### config.mk
export PLATFORM = sky130hd
export DESIGN_NAME = id_ex_stage_flat
export DESIGN_NICKNAME = d
export VERILOG_FILES = /design/src/rtl/gcttt_pkg.sv /design/src/rtl/id_ex_stage_if.sv /design/src/rtl/operand_fwd_mux.sv /design/src/rtl/id_ex_stage.sv /design/src/flat_wrapper.sv
export SDC_FILE = /design/constraint.sdc
export NUM_CORES = 1
export LEC_CHECK = 0
export BUFFER_PORTS_ARGS = -buffer_cell sky130_fd_sc_hd__buf_2
export CAP_MARGIN = 20
export CORE_ASPECT_RATIO = 1.5
export CORE_MARGIN = 8
export CORE_UTILIZATION = 45
export CTS_CLUSTER_SIZE = 28
export DETAILED_ROUTE_END_ITERATION = 10
export PLACE_DENSITY = 0.9
export SETUP_SLACK_MARGIN = 0.05
export SLEW_MARGIN = 20
export SYNTH_ARGS = -nofsm -noshare
export SYNTH_HDL_FRONTEND = slang
export SYNTH_HIERARCHICAL = 1
export SYNTH_SLANG_ARGS = --single-unit
export TNS_END_PERCENT = 1
### constraint.sdc
create_clock -name clk -period 1.7 [get_ports clk]
set_clock_uncertainty 0.15 [all_clocks]
set_input_delay 0.34 -clock clk [delete_from_list [all_inputs] [get_ports clk]]
set_output_delay 0.34 -clock clk [all_outputs]
set_load 0.01 [all_outputs]
### src/rtl/gcttt_pkg.sv
// Shared widths, opcodes and bundle types for the
// decode-to-execute boundary of the 8-register core.
package gcttt_pkg;

  localparam int DATA_W = 32;
  localparam int REG_AW = 3;
  localparam int OP_W   = 5;

  localparam logic [OP_W-1:0] OP_ADD = 5'd1;
  localparam logic [OP_W-1:0] OP_SUB = 5'd2;
  localparam logic [OP_W-1:0] OP_LD  = 5'd8;
  localparam logic [OP_W-1:0] OP_ST  = 5'd9;
  localparam logic [OP_W-1:0] OP_BR  = 5'd12;

  typedef enum logic [1:0] {
    FWD_RF,
    FWD_WB,
    FWD_EX
  } fwd_sel_t;

  typedef struct packed {
    logic [OP_W-1:0]   opcode;
    logic [DATA_W-1:0] imm;
    logic [REG_AW-1:0] rd;
    logic              we;
    logic              is_load;
    logic [REG_AW-1:0] rs1;
    logic [REG_AW-1:0] rs2;
    logic              rs1_used;
    logic              rs2_used;
    logic [DATA_W-1:0] op1;
    logic [DATA_W-1:0] op2;
  } id_ex_t;

endpackage

### src/rtl/id_ex_stage_if.sv
// Decode-side and execute-side valid/ready bundle
// around the ID/EX pipeline register.
interface id_ex_stage_if
  import gcttt_pkg::*;
();

  logic              id_valid;
  logic              id_ready;
  logic [OP_W-1:0]   id_opcode;
  logic [DATA_W-1:0] id_imm;
  logic [REG_AW-1:0] id_rs1;
  logic [REG_AW-1:0] id_rs2;
  logic              id_rs1_used;
  logic              id_rs2_used;
  logic [REG_AW-1:0] id_rd;
  logic              id_we;
  logic              id_is_load;

  logic              ex_ready;
  logic              ex_valid;
  logic [OP_W-1:0]   ex_opcode;
  logic [DATA_W-1:0] ex_imm;
  logic [REG_AW-1:0] ex_rd;
  logic              ex_we;
  logic              ex_is_load;
  logic [DATA_W-1:0] ex_op1;
  logic [DATA_W-1:0] ex_op2;

  modport slave (
    input  id_valid, id_opcode, id_imm,
    input  id_rs1, id_rs2,
    input  id_rs1_used, id_rs2_used,
    input  id_rd, id_we, id_is_load,
    input  ex_ready,
    output id_ready,
    output ex_valid, ex_opcode, ex_imm,
    output ex_rd, ex_we, ex_is_load,
    output ex_op1, ex_op2
  );

  modport master (
    output id_valid, id_opcode, id_imm,
    output id_rs1, id_rs2,
    output id_rs1_used, id_rs2_used,
    output id_rd, id_we, id_is_load,
    output ex_ready,
    input  id_ready,
    input  ex_valid, ex_opcode, ex_imm,
    input  ex_rd, ex_we, ex_is_load,
    input  ex_op1, ex_op2
  );

endinterface

### src/rtl/operand_fwd_mux.sv
// Resolves one source operand: EX result first,
// then the writeback port, else register-file data.
module operand_fwd_mux
  import gcttt_pkg::*;
(
  input  logic [REG_AW-1:0] src,
  input  logic [DATA_W-1:0] rf_data,
  input  logic              ex_fwd_we,
  input  logic [REG_AW-1:0] ex_fwd_reg,
  input  logic [DATA_W-1:0] ex_fwd_data,
  input  logic              wb_we,
  input  logic [REG_AW-1:0] wb_reg,
  input  logic [DATA_W-1:0] wb_data,
  output logic [DATA_W-1:0] data,
  output fwd_sel_t          sel
);

  always_comb begin
    sel = FWD_RF;
    if (ex_fwd_we && ex_fwd_reg == src)
      sel = FWD_EX;
    else if (wb_we && wb_reg == src)
      sel = FWD_WB;
  end

  always_comb begin
    data = rf_data;
    unique case (sel)
      FWD_EX:  data = ex_fwd_data;
      FWD_WB:  data = wb_data;
      default: data = rf_data;
    endcase
  end

endmodule

### src/rtl/id_ex_stage.sv
// ID/EX pipeline register with operand forwarding,
// load-use bubbling, stall hold with wb snoop, and flush.
module id_ex_stage
  import gcttt_pkg::*;
(
  input  logic              clk,
  input  logic              rst,
  id_ex_stage_if.slave      bus,
  input  logic [DATA_W-1:0] rf_rd1_data,
  input  logic [DATA_W-1:0] rf_rd2_data,
  input  logic              ex_fwd_we,
  input  logic [REG_AW-1:0] ex_fwd_reg,
  input  logic [DATA_W-1:0] ex_fwd_data,
  input  logic              wb_we,
  input  logic [REG_AW-1:0] wb_reg,
  input  logic [DATA_W-1:0] wb_data,
  input  logic              flush
);

  id_ex_t            slot;
  logic              valid;
  logic              advance;
  logic              load_use;
  logic              capture;
  logic              snoop1;
  logic              snoop2;
  logic [DATA_W-1:0] op1;
  logic [DATA_W-1:0] op2;
  fwd_sel_t          sel1;
  fwd_sel_t          sel2;

  operand_fwd_mux u_fwd1 (
    .src(bus.id_rs1), .rf_data(rf_rd1_data),
    .ex_fwd_we(ex_fwd_we), .ex_fwd_reg(ex_fwd_reg),
    .ex_fwd_data(ex_fwd_data),
    .wb_we(wb_we), .wb_reg(wb_reg), .wb_data(wb_data),
    .data(op1), .sel(sel1)
  );

  operand_fwd_mux u_fwd2 (
    .src(bus.id_rs2), .rf_data(rf_rd2_data),
    .ex_fwd_we(ex_fwd_we), .ex_fwd_reg(ex_fwd_reg),
    .ex_fwd_data(ex_fwd_data),
    .wb_we(wb_we), .wb_reg(wb_reg), .wb_data(wb_data),
    .data(op2), .sel(sel2)
  );

  // An EX-sourced operand is only legal while EX advertises a result.
  always_comb begin
    if (rst)
      assert ((sel1 != FWD_EX || ex_fwd_we) &&
              (sel2 != FWD_EX || ex_fwd_we));
  end

  assign advance = !valid || bus.ex_ready;

  assign load_use = valid && slot.is_load && slot.we &&
                    bus.id_valid &&
                    ((bus.id_rs1_used && bus.id_rs1 == slot.rd) ||
                     (bus.id_rs2_used && bus.id_rs2 == slot.rd));

  assign capture = advance && bus.id_valid && !load_use;

  assign bus.id_ready = advance && !load_use;

  assign snoop1 = slot.rs1_used && wb_we && wb_reg == slot.rs1;
  assign snoop2 = slot.rs2_used && wb_we && wb_reg == slot.rs2;

  always_ff @(posedge clk or negedge rst) begin
    if (!rst) begin
      valid <= 1'b0;
      slot  <= '0;
    end else if (flush) begin
      valid <= 1'b0;
    end else if (capture) begin
      valid <= 1'b1;
      slot  <= '{opcode:   bus.id_opcode,
                 imm:      bus.id_imm,
                 rd:       bus.id_rd,
                 we:       bus.id_we,
                 is_load:  bus.id_is_load,
                 rs1:      bus.id_rs1,
                 rs2:      bus.id_rs2,
                 rs1_used: bus.id_rs1_used,
                 rs2_used: bus.id_rs2_used,
                 op1:      op1,
                 op2:      op2};
    end else if (advance) begin
      valid <= 1'b0;
    end else begin
      // Held operands track register-file writes so release is never stale.
      if (snoop1) slot.op1 <= wb_data;
      if (snoop2) slot.op2 <= wb_data;
    end
  end

  assign bus.ex_valid   = valid;
  assign bus.ex_opcode  = slot.opcode;
  assign bus.ex_imm     = slot.imm;
  assign bus.ex_rd      = slot.rd;
  assign bus.ex_we      = slot.we;
  assign bus.ex_is_load = slot.is_load;
  assign bus.ex_op1     = slot.op1;
  assign bus.ex_op2     = slot.op2;

endmodule

### src/flat_wrapper.sv
// flat-port wrapper written by rule: the top's interface ports become plain ports
module id_ex_stage_flat import gcttt_pkg::*;
  (clk, rst, rf_rd1_data, rf_rd2_data, ex_fwd_we, ex_fwd_reg, ex_fwd_data, wb_we, wb_reg, wb_data, flush, bus_id_valid, bus_id_opcode, bus_id_imm, bus_id_rs1, bus_id_rs2, bus_id_rs1_used, bus_id_rs2_used, bus_id_rd, bus_id_we, bus_id_is_load, bus_ex_ready, bus_id_ready, bus_ex_valid, bus_ex_opcode, bus_ex_imm, bus_ex_rd, bus_ex_we, bus_ex_is_load, bus_ex_op1, bus_ex_op2);
  id_ex_stage_if bus_i ();
  input  logic clk;
  input  logic rst;
  input  logic [DATA_W-1:0] rf_rd1_data;
  input  logic [DATA_W-1:0] rf_rd2_data;
  input  logic ex_fwd_we;
  input  logic [REG_AW-1:0] ex_fwd_reg;
  input  logic [DATA_W-1:0] ex_fwd_data;
  input  logic wb_we;
  input  logic [REG_AW-1:0] wb_reg;
  input  logic [DATA_W-1:0] wb_data;
  input  logic flush;
  input wire logic [$bits(bus_i.id_valid)-1:0] bus_id_valid;
  input wire logic [$bits(bus_i.id_opcode)-1:0] bus_id_opcode;
  input wire logic [$bits(bus_i.id_imm)-1:0] bus_id_imm;
  input wire logic [$bits(bus_i.id_rs1)-1:0] bus_id_rs1;
  input wire logic [$bits(bus_i.id_rs2)-1:0] bus_id_rs2;
  input wire logic [$bits(bus_i.id_rs1_used)-1:0] bus_id_rs1_used;
  input wire logic [$bits(bus_i.id_rs2_used)-1:0] bus_id_rs2_used;
  input wire logic [$bits(bus_i.id_rd)-1:0] bus_id_rd;
  input wire logic [$bits(bus_i.id_we)-1:0] bus_id_we;
  input wire logic [$bits(bus_i.id_is_load)-1:0] bus_id_is_load;
  input wire logic [$bits(bus_i.ex_ready)-1:0] bus_ex_ready;
  output wire logic [$bits(bus_i.id_ready)-1:0] bus_id_ready;
  output wire logic [$bits(bus_i.ex_valid)-1:0] bus_ex_valid;
  output wire logic [$bits(bus_i.ex_opcode)-1:0] bus_ex_opcode;
  output wire logic [$bits(bus_i.ex_imm)-1:0] bus_ex_imm;
  output wire logic [$bits(bus_i.ex_rd)-1:0] bus_ex_rd;
  output wire logic [$bits(bus_i.ex_we)-1:0] bus_ex_we;
  output wire logic [$bits(bus_i.ex_is_load)-1:0] bus_ex_is_load;
  output wire logic [$bits(bus_i.ex_op1)-1:0] bus_ex_op1;
  output wire logic [$bits(bus_i.ex_op2)-1:0] bus_ex_op2;
  assign bus_i.id_valid = bus_id_valid;
  assign bus_i.id_opcode = bus_id_opcode;
  assign bus_i.id_imm = bus_id_imm;
  assign bus_i.id_rs1 = bus_id_rs1;
  assign bus_i.id_rs2 = bus_id_rs2;
  assign bus_i.id_rs1_used = bus_id_rs1_used;
  assign bus_i.id_rs2_used = bus_id_rs2_used;
  assign bus_i.id_rd = bus_id_rd;
  assign bus_i.id_we = bus_id_we;
  assign bus_i.id_is_load = bus_id_is_load;
  assign bus_i.ex_ready = bus_ex_ready;
  assign bus_id_ready = bus_i.id_ready;
  assign bus_ex_valid = bus_i.ex_valid;
  assign bus_ex_opcode = bus_i.ex_opcode;
  assign bus_ex_imm = bus_i.ex_imm;
  assign bus_ex_rd = bus_i.ex_rd;
  assign bus_ex_we = bus_i.ex_we;
  assign bus_ex_is_load = bus_i.ex_is_load;
  assign bus_ex_op1 = bus_i.ex_op1;
  assign bus_ex_op2 = bus_i.ex_op2;
  id_ex_stage u_core (.clk(clk), .rst(rst), .bus(bus_i), .rf_rd1_data(rf_rd1_data), .rf_rd2_data(rf_rd2_data), .ex_fwd_we(ex_fwd_we), .ex_fwd_reg(ex_fwd_reg), .ex_fwd_data(ex_fwd_data), .wb_we(wb_we), .wb_reg(wb_reg), .wb_data(wb_data), .flush(flush));
endmodule
==> run metrics <==
status complete, but fails checks; failing checks negative setup slack; Post-Syn Nets about 960; Layout Nets 1213; routed vias ~7300; Max Root-Sink Buffers 2; placed insts about 1200; multi-input logic area roughly 0.0035 sq mm; crit path max fanout 3; CTS Buf Count 17; Slew Viols, Final 0; design area between 0.009 and 0.01 sq mm; # IOs 299; Achievable Freq 0.424 GHz; CP Class reg2out; relative slew slack around 74%; Residual DRC 0; final setup margin -0.658 ns; syn_area_per_cell between 9 and 10 sq um; row cnt 57; Slew @ Worst Pin between 0.3 and 0.4 ns; die area roughly 0.021 sq mm; core area approximately 0.016 sq mm; drt initial violations 810; share of cells above drive strength 1 a little under three fifths; die height 173 microns; CP delay by family, top flip-flops; unrepaired setup endpoints after global routing yes; global-route wire length before repair about 42000 microns; setup_tns -61.58 ns; detailed placement HPWL roughly 20000 microns; Req. time, crit path approximately 1.2 ns; largest net degree at the start of global routing 33; Reg clk slew, reported paths 0.06 ns; CP max stage cell dfrtp_2; clock network power share around 36%; Synthesis Warnings 6; CP Buf/Inv Count 3; Final Hold Vio Count 0; Max rail drop VDD between 0.5 and 0.6 mV; number of global-route vias before repair 7611; Sink Count about 120; Setup crit end kind output port; htree depth 4; Worst Hold Class in2reg; Final Cycle Share 139%; Sw Share between 30% and 40%; Net Sw Power 3020 uW; critical path arrival around 1.9 ns; max cap viols 0; mean routed wirelength per cell ~22 microns; initial core utilization about 46%; Congestion Overflow GR 0; Filler Cells Inserted approximately 1300; Final GP Congestion about 0.87; GR Util All Layers 25.5%; CTS tree built; Int Pwr approximately 6600 uW; synthesized area 0.00741 sq mm; DRT Pass-1 Iters 6; Gate power share approximately 27%; Post-Place Setup Slack -0.382 ns; initial antenna violation count 3; Area Overhead vs Synth 32.1%; area taken by flip-flops and latches a little under 0.003 sq mm; DP Area 0.00864 sq mm; CP cell instances xnor2_2, nand4_1, a21o_2, buf_6, inv_2, a21oi_2, buf_2; post-route antenna net violation count 0; Via density around 5.8; Leak 0.00451 uW; root buffer cell clkbuf_16; startpoint type of the worst setup path flip-flop; non-filler cells, final 1244; min Tclk post-route 2.36 ns; Worst-Skew Late Latency between 0.4 and 0.5 ns; die extent in x roughly 120 microns; synthesized instance count around 760; Setup-failing EPs final around 120; power density cells 984 mW/mm^2; Reg power frac between 30% and 40%; Port-buffer cells ~300; Detailed Route WL ~28000 microns; CP peak stage delay around 0.46 ns; overall power between 9000 and 10000 uW
-- registers in the layout, summed over array words and instances (netlist names) --
name,flops
u_core/bus.ex_rd,3
u_core/bus.ex_valid,1
u_core/bus.ex_opcode,5
u_core/bus.ex_op2,32
u_core/bus.ex_op1,32
u_core/slot,8
u_core/bus.ex_imm,32
u_core/bus.ex_is_load,1
u_core/bus.ex_we,1
-- routing by layer --
layer  up-vias  wire [microns]  global-route usage (%)
met5         -               0                       0
li1       3141               -                       -
met3       117            2320                    6.16
met1      3469            9880                    27.3
met2       527           14400                    45.1
met4         0            1290                    13.5
-- cells in the final DEF, fill, tap and decap left out, types with 4 or more instances in the layout --
cell / n
nand2_2: 40
nand4_1: 9
nor2_1: 67
o221a_2: 64
nand4b_1: 32
mux2_4: 23
nand2_1: 88
clkbuf_16: 17
buf_12: 13
xnor2_1: 17
a31oi_1: 64
clkinv_4: 5
dfrtp_1: 113
buf_2: 296
xor2_1: 4
buf_4: 48
or2_2: 32
dlygate4sd3_1: 37
mux2_1: 27
buf_6: 8
-- path summary, 6_finish.rpt --
check,cells after the start,to,slack [ns],from
max,7,bus_id_ready,-0.66,u_core/bus.ex_rd[1]$_DFFE_PN0P_
min,2,u_core/bus.ex_we$_DFFE_PN0P_,0.02,bus_id_we
max reg2reg,9,u_core/bus.ex_op2[17]$_DFFE_PN0P_,-0.60,u_core/bus.ex_rd[1]$_DFFE_PN0P_
min reg2reg,1,u_core/bus.ex_imm[10]$_DFFE_PN0P_,0.33,u_core/bus.ex_imm[10]$_DFFE_PN0P_
max in group asynchronous,3,u_core/bus.ex_op1[19]$_DFFE_PN0P_,0.61,rst
min in group asynchronous,2,u_core/bus.ex_opcode[1]$_DFFE_PN0P_,0.24,rst
-- power by group through the flow --
stage	clock network [uW]	logic (uW)	registers, uW
final	3470	2640	3510
after global routing	3650	2800	3560
after CTS	3510	2610	3490
after detailed placement	0	2390	3530
after global placement	0	2320	3510
after floorplan	0	1800	3440
-- timing repair --
action                                  in CTS  in global routing
hold buffers                                37                  0
hold endpoints to repair                    57                  0
gates resized for setup                     35                  3
pin swaps                                    4                  4
buffers inserted                             6                  1
endpoints found under the setup margin     117                118
-- cell type report --
cell class              count  area share, %
multi-input cells         485           35.8
flip-flops and latches    115           29.4
repair buffers            402           26.2
clock buffers              18           4.49
well taps                 206           2.63
clock inverters            14           1.33
diodes                      3         0.0767
inverters                   1         0.0383
-- worst register-to-register path, stage by stage, from the launching register on --
cell,delay (ns)
dfrtp_2,0.46
xnor2_2,0.18
nand4_1,0.19
buf_4,0.19
buf_4,0.12
buf_4,0.12
nand4_1,0.14
nand3_2,0.15
buf_6,0.21
o221a_2,0.26
-- stage by stage --
step,util (%),hold WS (ns)
2_1_floorplan,-,-0.106
3_3_place_gp,53.4,0.127
3_5_place_dp,53.4,0.129
4_1_cts,60.3,0.000204
5_1_grt,60.5,0.000698
6_report,60.5,0.0158
(Power assumes the default switching activity.)
